`src/rtl/lsq_state_ctrl.sv`:
```
// State-update block for one load or store queue: circular entry array with
// head/tail pointers, multi-lane alloc, AGU writes, completion, commit and rollback.
module lsq_state_ctrl #(
  parameter int DEPTH    = 16,
  parameter int ALLOC_W  = 2,
  parameter int COMMIT_W = 4,
  parameter int ID_W     = 6,
  parameter int ADDR_W   = 32,
  parameter int PTR_W    = $clog2(DEPTH) + 1
) (
  input  logic                         clk,
  input  logic                         rst,
  input  logic [ALLOC_W-1:0]           alloc_valid,
  input  logic [ALLOC_W*ID_W-1:0]      alloc_id,
  output logic                         alloc_ready,
  input  logic                         addr_wr,
  input  logic [$clog2(DEPTH)-1:0]     addr_idx,
  input  logic [ADDR_W-1:0]            addr_data,
  input  logic                         done_valid,
  input  logic [$clog2(DEPTH)-1:0]     done_idx,
  input  logic [$clog2(COMMIT_W+1)-1:0] commit_cnt,
  input  logic                         flush,
  input  logic [PTR_W-1:0]             flush_tail,
  output logic [PTR_W-1:0]             head_ptr,
  output logic [PTR_W-1:0]             tail_ptr,
  output logic [PTR_W-1:0]             count,
  output logic [PTR_W-1:0]             free_cnt,
  output logic                         full,
  output logic                         empty,
  output logic [DEPTH-1:0]             entry_valid,
  output logic [DEPTH-1:0]             entry_addr_rdy,
  output logic [DEPTH-1:0]             entry_pending,
  output logic [DEPTH*ID_W-1:0]        entry_id,
  output logic [DEPTH*ADDR_W-1:0]      entry_addr,
  output logic                         err
);

  localparam int IDX_W = $clog2(DEPTH);
  localparam logic [PTR_W-1:0] DEPTH_P = PTR_W'(DEPTH);

  // Alloc handshake: lanes are accepted only in a cycle where alloc_ready is
  // already high; alloc_ready reflects the occupancy registered last cycle.
  logic [PTR_W-1:0]        head_q, head_d, tail_q, tail_d;
  logic [PTR_W-1:0]        count_q, count_d, free_q, free_d;
  logic                    full_q, full_d, empty_q, empty_d;
  logic                    ready_q, ready_d, err_q, err_d;
  logic [DEPTH-1:0]        valid_q, valid_d, rdy_q, rdy_d, pend_q, pend_d;
  logic [DEPTH*ID_W-1:0]   id_q, id_d;
  logic [DEPTH*ADDR_W-1:0] addr_q, addr_d;

  logic [31:0]       alloc_k;
  logic              run;
  logic              commit_ok, flush_ok;
  logic [PTR_W-1:0]  ft_dist, flush_len;
  logic [IDX_W-1:0]  idx;

  always_comb begin
    head_d  = head_q;
    tail_d  = tail_q;
    err_d   = err_q;
    valid_d = valid_q;
    rdy_d   = rdy_q;
    pend_d  = pend_q;
    id_d    = id_q;
    addr_d  = addr_q;
    idx     = '0;
    run     = 1'b1;
    alloc_k = '0;

    for (int i = 0; i < ALLOC_W; i++) begin
      if (run && alloc_valid[i]) alloc_k = alloc_k + 32'd1;
      else                       run = 1'b0;
    end

    commit_ok = 32'(commit_cnt) <= 32'(count_q);
    ft_dist   = flush_tail - head_q;
    flush_len = tail_q - flush_tail;
    // A rollback target must not fall inside the entries retiring this cycle.
    flush_ok  = flush && (32'(ft_dist) >= 32'(commit_cnt)) && (32'(ft_dist) <= 32'(count_q));

    if (!commit_ok)                                err_d = 1'b1;
    if (flush && !flush_ok)                        err_d = 1'b1;
    if (!flush && (|alloc_valid) && !ready_q)      err_d = 1'b1;

    if (addr_wr && valid_q[addr_idx]) begin
      addr_d[addr_idx*ADDR_W +: ADDR_W] = addr_data;
      rdy_d[addr_idx]  = 1'b1;
      pend_d[addr_idx] = 1'b1;
    end
    if (done_valid) pend_d[done_idx] = 1'b0;

    if (!flush && ready_q) begin
      for (int i = 0; i < ALLOC_W; i++) begin
        if (32'(i) < alloc_k) begin
          idx = tail_q[IDX_W-1:0] + IDX_W'(i);
          valid_d[idx] = 1'b1;
          rdy_d[idx]   = 1'b0;
          pend_d[idx]  = 1'b0;
          id_d[idx*ID_W +: ID_W] = alloc_id[i*ID_W +: ID_W];
        end
      end
      tail_d = tail_q + PTR_W'(alloc_k);
    end

    // Clears run after the writes so retire/rollback win on a shared index.
    if (commit_ok) begin
      for (int i = 0; i < COMMIT_W; i++) begin
        if (32'(i) < 32'(commit_cnt)) begin
          idx = head_q[IDX_W-1:0] + IDX_W'(i);
          valid_d[idx] = 1'b0;
          rdy_d[idx]   = 1'b0;
          pend_d[idx]  = 1'b0;
        end
      end
      head_d = head_q + PTR_W'(commit_cnt);
    end

    if (flush_ok) begin
      for (int i = 0; i < DEPTH; i++) begin
        if (32'(i) < 32'(flush_len)) begin
          idx = flush_tail[IDX_W-1:0] + IDX_W'(i);
          valid_d[idx] = 1'b0;
          rdy_d[idx]   = 1'b0;
          pend_d[idx]  = 1'b0;
        end
      end
      tail_d = flush_tail;
    end

    count_d = tail_d - head_d;
    free_d  = DEPTH_P - count_d;
    full_d  = (count_d == DEPTH_P);
    empty_d = (count_d == '0);
    ready_d = 32'(free_d) >= 32'(ALLOC_W);
  end

  always_ff @(posedge clk or posedge rst) begin
    if (rst) begin
      head_q  <= '0;
      tail_q  <= '0;
      count_q <= '0;
      free_q  <= DEPTH_P;
      full_q  <= 1'b0;
      empty_q <= 1'b1;
      ready_q <= 1'b1;
      err_q   <= 1'b0;
      valid_q <= '0;
      rdy_q   <= '0;
      pend_q  <= '0;
      id_q    <= '0;
      addr_q  <= '0;
    end else begin
      head_q  <= head_d;
      tail_q  <= tail_d;
      count_q <= count_d;
      free_q  <= free_d;
      full_q  <= full_d;
      empty_q <= empty_d;
      ready_q <= ready_d;
      err_q   <= err_d;
      valid_q <= valid_d;
      rdy_q   <= rdy_d;
      pend_q  <= pend_d;
      id_q    <= id_d;
      addr_q  <= addr_d;
    end
  end

  assign alloc_ready    = ready_q;
  assign head_ptr       = head_q;
  assign tail_ptr       = tail_q;
  assign count          = count_q;
  assign free_cnt       = free_q;
  assign full           = full_q;
  assign empty          = empty_q;
  assign entry_valid    = valid_q;
  assign entry_addr_rdy = rdy_q;
  assign entry_pending  = pend_q;
  assign entry_id       = id_q;
  assign entry_addr     = addr_q;
  assign err            = err_q;

endmodule

```
`config.mk`:
```
export PLATFORM = sky130hd
export DESIGN_NAME = lsq_state_ctrl
export DESIGN_NICKNAME = d
export VERILOG_FILES = /design/src/rtl/lsq_state_ctrl.sv
export SDC_FILE = /design/constraint.sdc
export NUM_CORES = 2
export LEC_CHECK = 0
export ABC_AREA = 0
export BUFFER_PORTS_ARGS = -buffer_cell sky130_fd_sc_hd__buf_2
export CORE_AREA = 2 2 294 296
export CTS_CLUSTER_DIAMETER = 200
export CTS_CLUSTER_SIZE = 10
export DETAILED_ROUTE_END_ITERATION = 10
export DIE_AREA = 0 0 296 298
export GPL_ROUTABILITY_DRIVEN = 0
export RECOVER_POWER = 50
export SLEW_MARGIN = 30
export SYNTH_ARGS = -nofsm -noshare
export SYNTH_HDL_FRONTEND = slang
export SYNTH_SLANG_ARGS = --single-unit
```
`constraint.sdc`:
```
create_clock -name clk -period 29.2 [get_ports clk]
set_clock_uncertainty 0.05 [all_clocks]
set_input_delay 1.46 -clock clk [delete_from_list [all_inputs] [get_ports clk]]
set_output_delay 1.46 -clock clk [all_outputs]
set_load 0.005 [all_outputs]
```
Word level (Yosys, flattened, before mapping)
Index checks and enable logic that the tools add are counted.

operators by class
  add/sub/neg operators = 29
  $mul = 2
  $lt $le $gt $ge = 74
  equal/unequal tests = 2
  shift operators = 6
  mux-type cells = 200
  bitwise operators = 92
  reductions and logical operators = 37

operator list
  kind                       number
  $mux 16                    135
  $and 16x16->16             65
  $bwmux 512                 1
  $shift 32x34->512 const A  1
  $shiftx 32x34->512         1
  $not 16->16                23
  $mux 96                    3
  $bwmux 96                  2
  $shift 6x34->96 const A    2
  $shiftx 6x34->96           2
  $lt 4x5->1 const B         24
  $demux 1 s4                24
  $ge 4x1->1 const B         24
  $neg 7->34                 2
  $lt 1x32->1 const A        2
  $or 16x16->16              4
  $lt 4x5->1 const A         8
  $neg 9->34                 1
  $add 4x4->4 const B        8
  $logic_and 1x1->1          32
  $mux 1                     30
  $lt 3x5->1 const A         4
  $add 4x2->4 const B        4
  $add 4x3->4 const B        4
  other kinds (23)           36

storage, ports and cells
  flip-flop bits (word level) = 680
  input port bits = 67
  output and inout port bits = 680
  logic and storage cells = 455

Depth between registers and ports, before layout
  depth in word-level cells = 74
  depth in mapped cells = 28

Least setup slack after synthesis
No wires, ideal clock.

  path kind = input-to-reg
  start point = input port flush_tail[0]
  end point = register ready_q (netlist: alloc_ready)
  library setup time = 0.088 ns
  arrival = 6.095 ns
  required time = 29.062 ns
  setup slack = 22.967 ns
  stages on the path = 27
  path through = buf_2 inv_2 ha_1 inv_1 fa_1 a21o_1 a21oi_1 xnor2_1 ha_1 nand2_1 o22ai_1 a21o_1 o311ai_1 clkbuf_1 a21oi_1 inv_1 ha_1 inv_1 fa_1 a21o_1 a21oi_1 xor2_1 xor2_1 ha_1 inv_1 or3_1 or3_1

between the ends
  cells in the longest elaborated chain, start to end = 8
  elaborated cells between the ends (all ways) = 9
  those cells by class = add/sub: 3; order compare: 3; mux: 1; reduce/logical: 2

RTL lines
  item                            RTL line  source
  from (decl)                     23        input logic [PTR_W-1:0] flush_tail,
  $sub 5x5->5                     76        ft_dist = flush_tail - head_q;
  $ge 5x3->1                      79        flush_ok = flush && (32'(ft_dist) >= 32'(commit_cnt)) && (32'(ft_dist) <= 32'(count_q));
  $logic_and 1x1->1 (2 in a row)  79
  $mux 5 *                        118       if (flush_ok) begin
  via tail_d[0]                   43        logic [PTR_W-1:0] head_q, head_d, tail_q, tail_d;
  $sub 5x5->5 *                   130       count_d = tail_d - head_d;
  $sub 5x5->5 *                   131       free_d = DEPTH_P - count_d;
  via free_d[4]                   44        logic [PTR_W-1:0] count_q, count_d, free_q, free_d;
  $ge 5x2->1 *                    134       ready_d = 32'(free_d) >= 32'(ALLOC_W);
  via ready_d                     46        logic ready_q, ready_d, err_q, err_d;
  to (signal assigned)            159       ready_q <= ready_d;
  to (decl)                       46

The timed path passes the listed nets; every way through them passes the cells marked *.
A chain may end at the register's enable or synchronous reset.

==> impl_metrics.toml <==
[run_status]
status = "complete, but fails checks"
violations = "capacitance limit, slew limit"

[logic_synthesis]
yosysWarnings = 0
seq_area_frac_synth = 0.476
synthTopCellsByCount = "966 x nand2_1, 676 x dfrtp_1, 344 x o21ai_0, 265 x o31ai_1, 258 x nor2_1"
synthFlopType = "dfrtp_1"
synth_nets = 4206
yosys.area.top_type_share = 0.474
synth-seq-cells = 679
yosysMostFrequentCell = "nand2_1"
synth-edff-count = 0
ys_types = 105
netlist_top_cells_area = "dfrtp_1 47%, nand2_1 10%, o31ai_1 5.6%, o21ai_0 4.8%, nor2_1 2.7%"
yosys.area.top_type = "dfrtp_1"
synth_cells = 4062
avgSynthCellArea_um2 = 8.79
synth-async-reset-ratio = 1.00
syn-cell-area_um2 = 35700

[job]
drv_cap = 7

[clocking]
clk_latency_ps = 650
htreeDepth = 3
root_buffer = "clkbuf_16"
cts_setup_buffers = 0
ctsHoldBuffers = 0
cts_made_buffers = 77
cts.clk_slew.worst_paths_ps = 50
clk_path_buf_depth = 3
cts_tree = "built"
clock_sinks = 679
cts_resized = 0

[min_path]
hold_start = "entry_addr[165]"
hold_path_class = "flip-flop to flip-flop"
holdPathEnd = "entry_addr[165]"
hold_depth = 2

[critical_path]
required_ps = 29150
r2r_slack_ps = 23120
critPathBufInv = 4
r2r-end = "entry_id[5]"
worst_path_dominant_cell_family = "buffers and inverters"
crit_slowest_cell = "clkinvlp_2"
crit_top_cell = "clkbuf_1"
path_class = "input port to asynchronous set/reset pin"
r2r_start = "tail_ptr[0]"
crit_path_max_incr_delay_ps = 2810
arrival_ps = 8840
path_cells = "buf_2 -> clkinvlp_2 -> clkbuf_1 -> clkbuf_1"
worstSetupEndpointType = "asynchronous set/reset pin"
startpoint_type = "input port"
crit_fanout = 113
reg2reg_depth = 14

[cells_and_area]
fin_nets = 4788
multi_input_area_um2 = 17300
seqCellArea_um2 = 17000
drive_gt1_frac = 0.113
final_cells = 5799
nFillCells = 8583
final_util = 0.492
area_growth_pct = 16.9

[timing]
setup_viol = 0
worstMarginPinSlew_ps = 5120
fmaxAchievable_ghz = 0.112
slew_headroom = -2.43
hold_violations = 0
holdWs_ps = 423
rsz0062_at_grt = "false"
fin_crit_sh = 0.305
tns_ps = 0
min_period_ps = 8900
slew_violations = 455

[global_routing]
grt_pass1_vias = 32500
overflow = 0
grt_pass1_wl_um = 226000
antenna_found_initial = 4
grt_max_degree = 169
track_usage = 0.342

[power]
power.internal_mw = 2.28
swShare = 0.516
clkPwrFrac = 0.186
combPwrFrac = 0.571
p_per_area_nw_per_um2 = 113
vdd_ir_drop_max_v = 0.000128
p_leak_nw = 17.7
net-switching-power_mw = 2.42
pwr-share-seq = 0.243

[floorplanning]
rows = 107
ioPinCount = 747
start_util = 0.421
dieArea_um2 = 88200
coreArea_um2 = 84900
die_width_um = 296
fp.dieH_um = 298

[route]
wl_per_cell_um = 26.9
wirelength_um = 156000
num_vias = 35100
vias_per_cell = 6.05
drt_iter0_drc = 4528
drc_errors = 0
ant_nets = 0
dr.pass1.iters = 7

[place]
dpl.hpwl_um = 112000
dp_cells = 5708
port_buffers = 746
worst min-delay path, cell delays in order, from the launching register on:
cell and delay [ps]:
dfrtp_1 340, nand2_1 50, o31ai_1 50
cell type report:
cell class	count	share of cell area
inverter	72	0.00651
sequential	679	0.407
antenna	2	0.000120
tap	1144	0.0343
multi-input combinational	3008	0.416
clock inverter	6	0.00318
timing repair buffer	806	0.0860
clock buffer	82	0.0471
registers in the layout, indices dropped and copies added, names as in the netlist, 4 cells and up:
name,count
entry_addr,512
entry_id,96
entry_addr_rdy,16
entry_pending,16
entry_valid,16
free_cnt,5
head_ptr,5
tail_ptr,5
count,4
worst max-delay path by stage:
stage	startpoint	to	slack (ps)	depth (start not counted)
final	rst	free_cnt[1]	20300	4
after global routing	rst	full	18670	4
after CTS	flush_tail[0]	alloc_ready	23030	27
after detailed placement	flush_tail[0]	alloc_ready	22390	27
after global placement	flush_tail[0]	alloc_ready	22470	27
after floorplan	rst	count[1]	8660	1
layer usage:
layer / global-route usage / routed length (µm) / vias up
met4: 0.150 / 8230 / 6
met5: 0 / 42 / -
met3: 0.0877 / 16700 / 458
li1: - / - / 15700
met1: 0.430 / 59600 / 16900
met2: 0.555 / 71700 / 2083
layout by cell type, fill, tap and decap left out, types with 24 or more instances in the layout:
cell       Yosys  routed
ha_1          70      70
o31ai_1      265     265
nand2b_1      27      26
clkbuf_16      0      78
xnor2_1       32      32
buf_4          7      51
nor2b_1       25      24
inv_1         67      66
clkbuf_1     216     495
a21oi_1      142     141
nand2_1      966     961
o21ai_0      344     343
dfrtp_1      676     676
nor4_1        35      34
nor3_1        97      97
a32oi_1       32      32
o22ai_1       73      73
buf_2         32     258
mux2_2        37      36
a31oi_1       34      34
nor2_1       258     247
nand3_1       92      84
nand4_1       24      24
through the flow:
| stage | total power [mW] | worst slack, ps | area (µm²) |
|---|---|---|---|
| after global placement | 3.73 | 22470 | 40200 |
| after detailed placement | 3.73 | 22390 | 40300 |
| final | 4.70 | 20300 | 41700 |
| after CTS | 4.61 | 23030 | 42400 |
| after floorplan | 2.87 | 8660 | 35700 |
| after global routing | 4.92 | 18670 | 41700 |
power by group through the flow:
stage / clock, mW / sequential [mW] / combinational (mW)
final: 0.876 / 1.14 / 2.68
after global placement: 0 / 1.15 / 2.57
after floorplan: 0 / 1.13 / 1.75
after CTS: 0.888 / 1.14 / 2.58
after detailed placement: 0 / 1.15 / 2.57
after global routing: 0.927 / 1.15 / 2.84
logic make-up after synthesis:
logic type	after synthesis	share of synthesized area
and+or+nand+nor	1649	0.201
DFF	679	0.476
xor gates and xnor gates	54	0.0149
buffers and inverters	375	0.0419
AOI/OAI and AO/OA	1160	0.216
muxes	57	0.0187
adders and majority gates	88	0.0315
(Power assumes the default switching activity.)
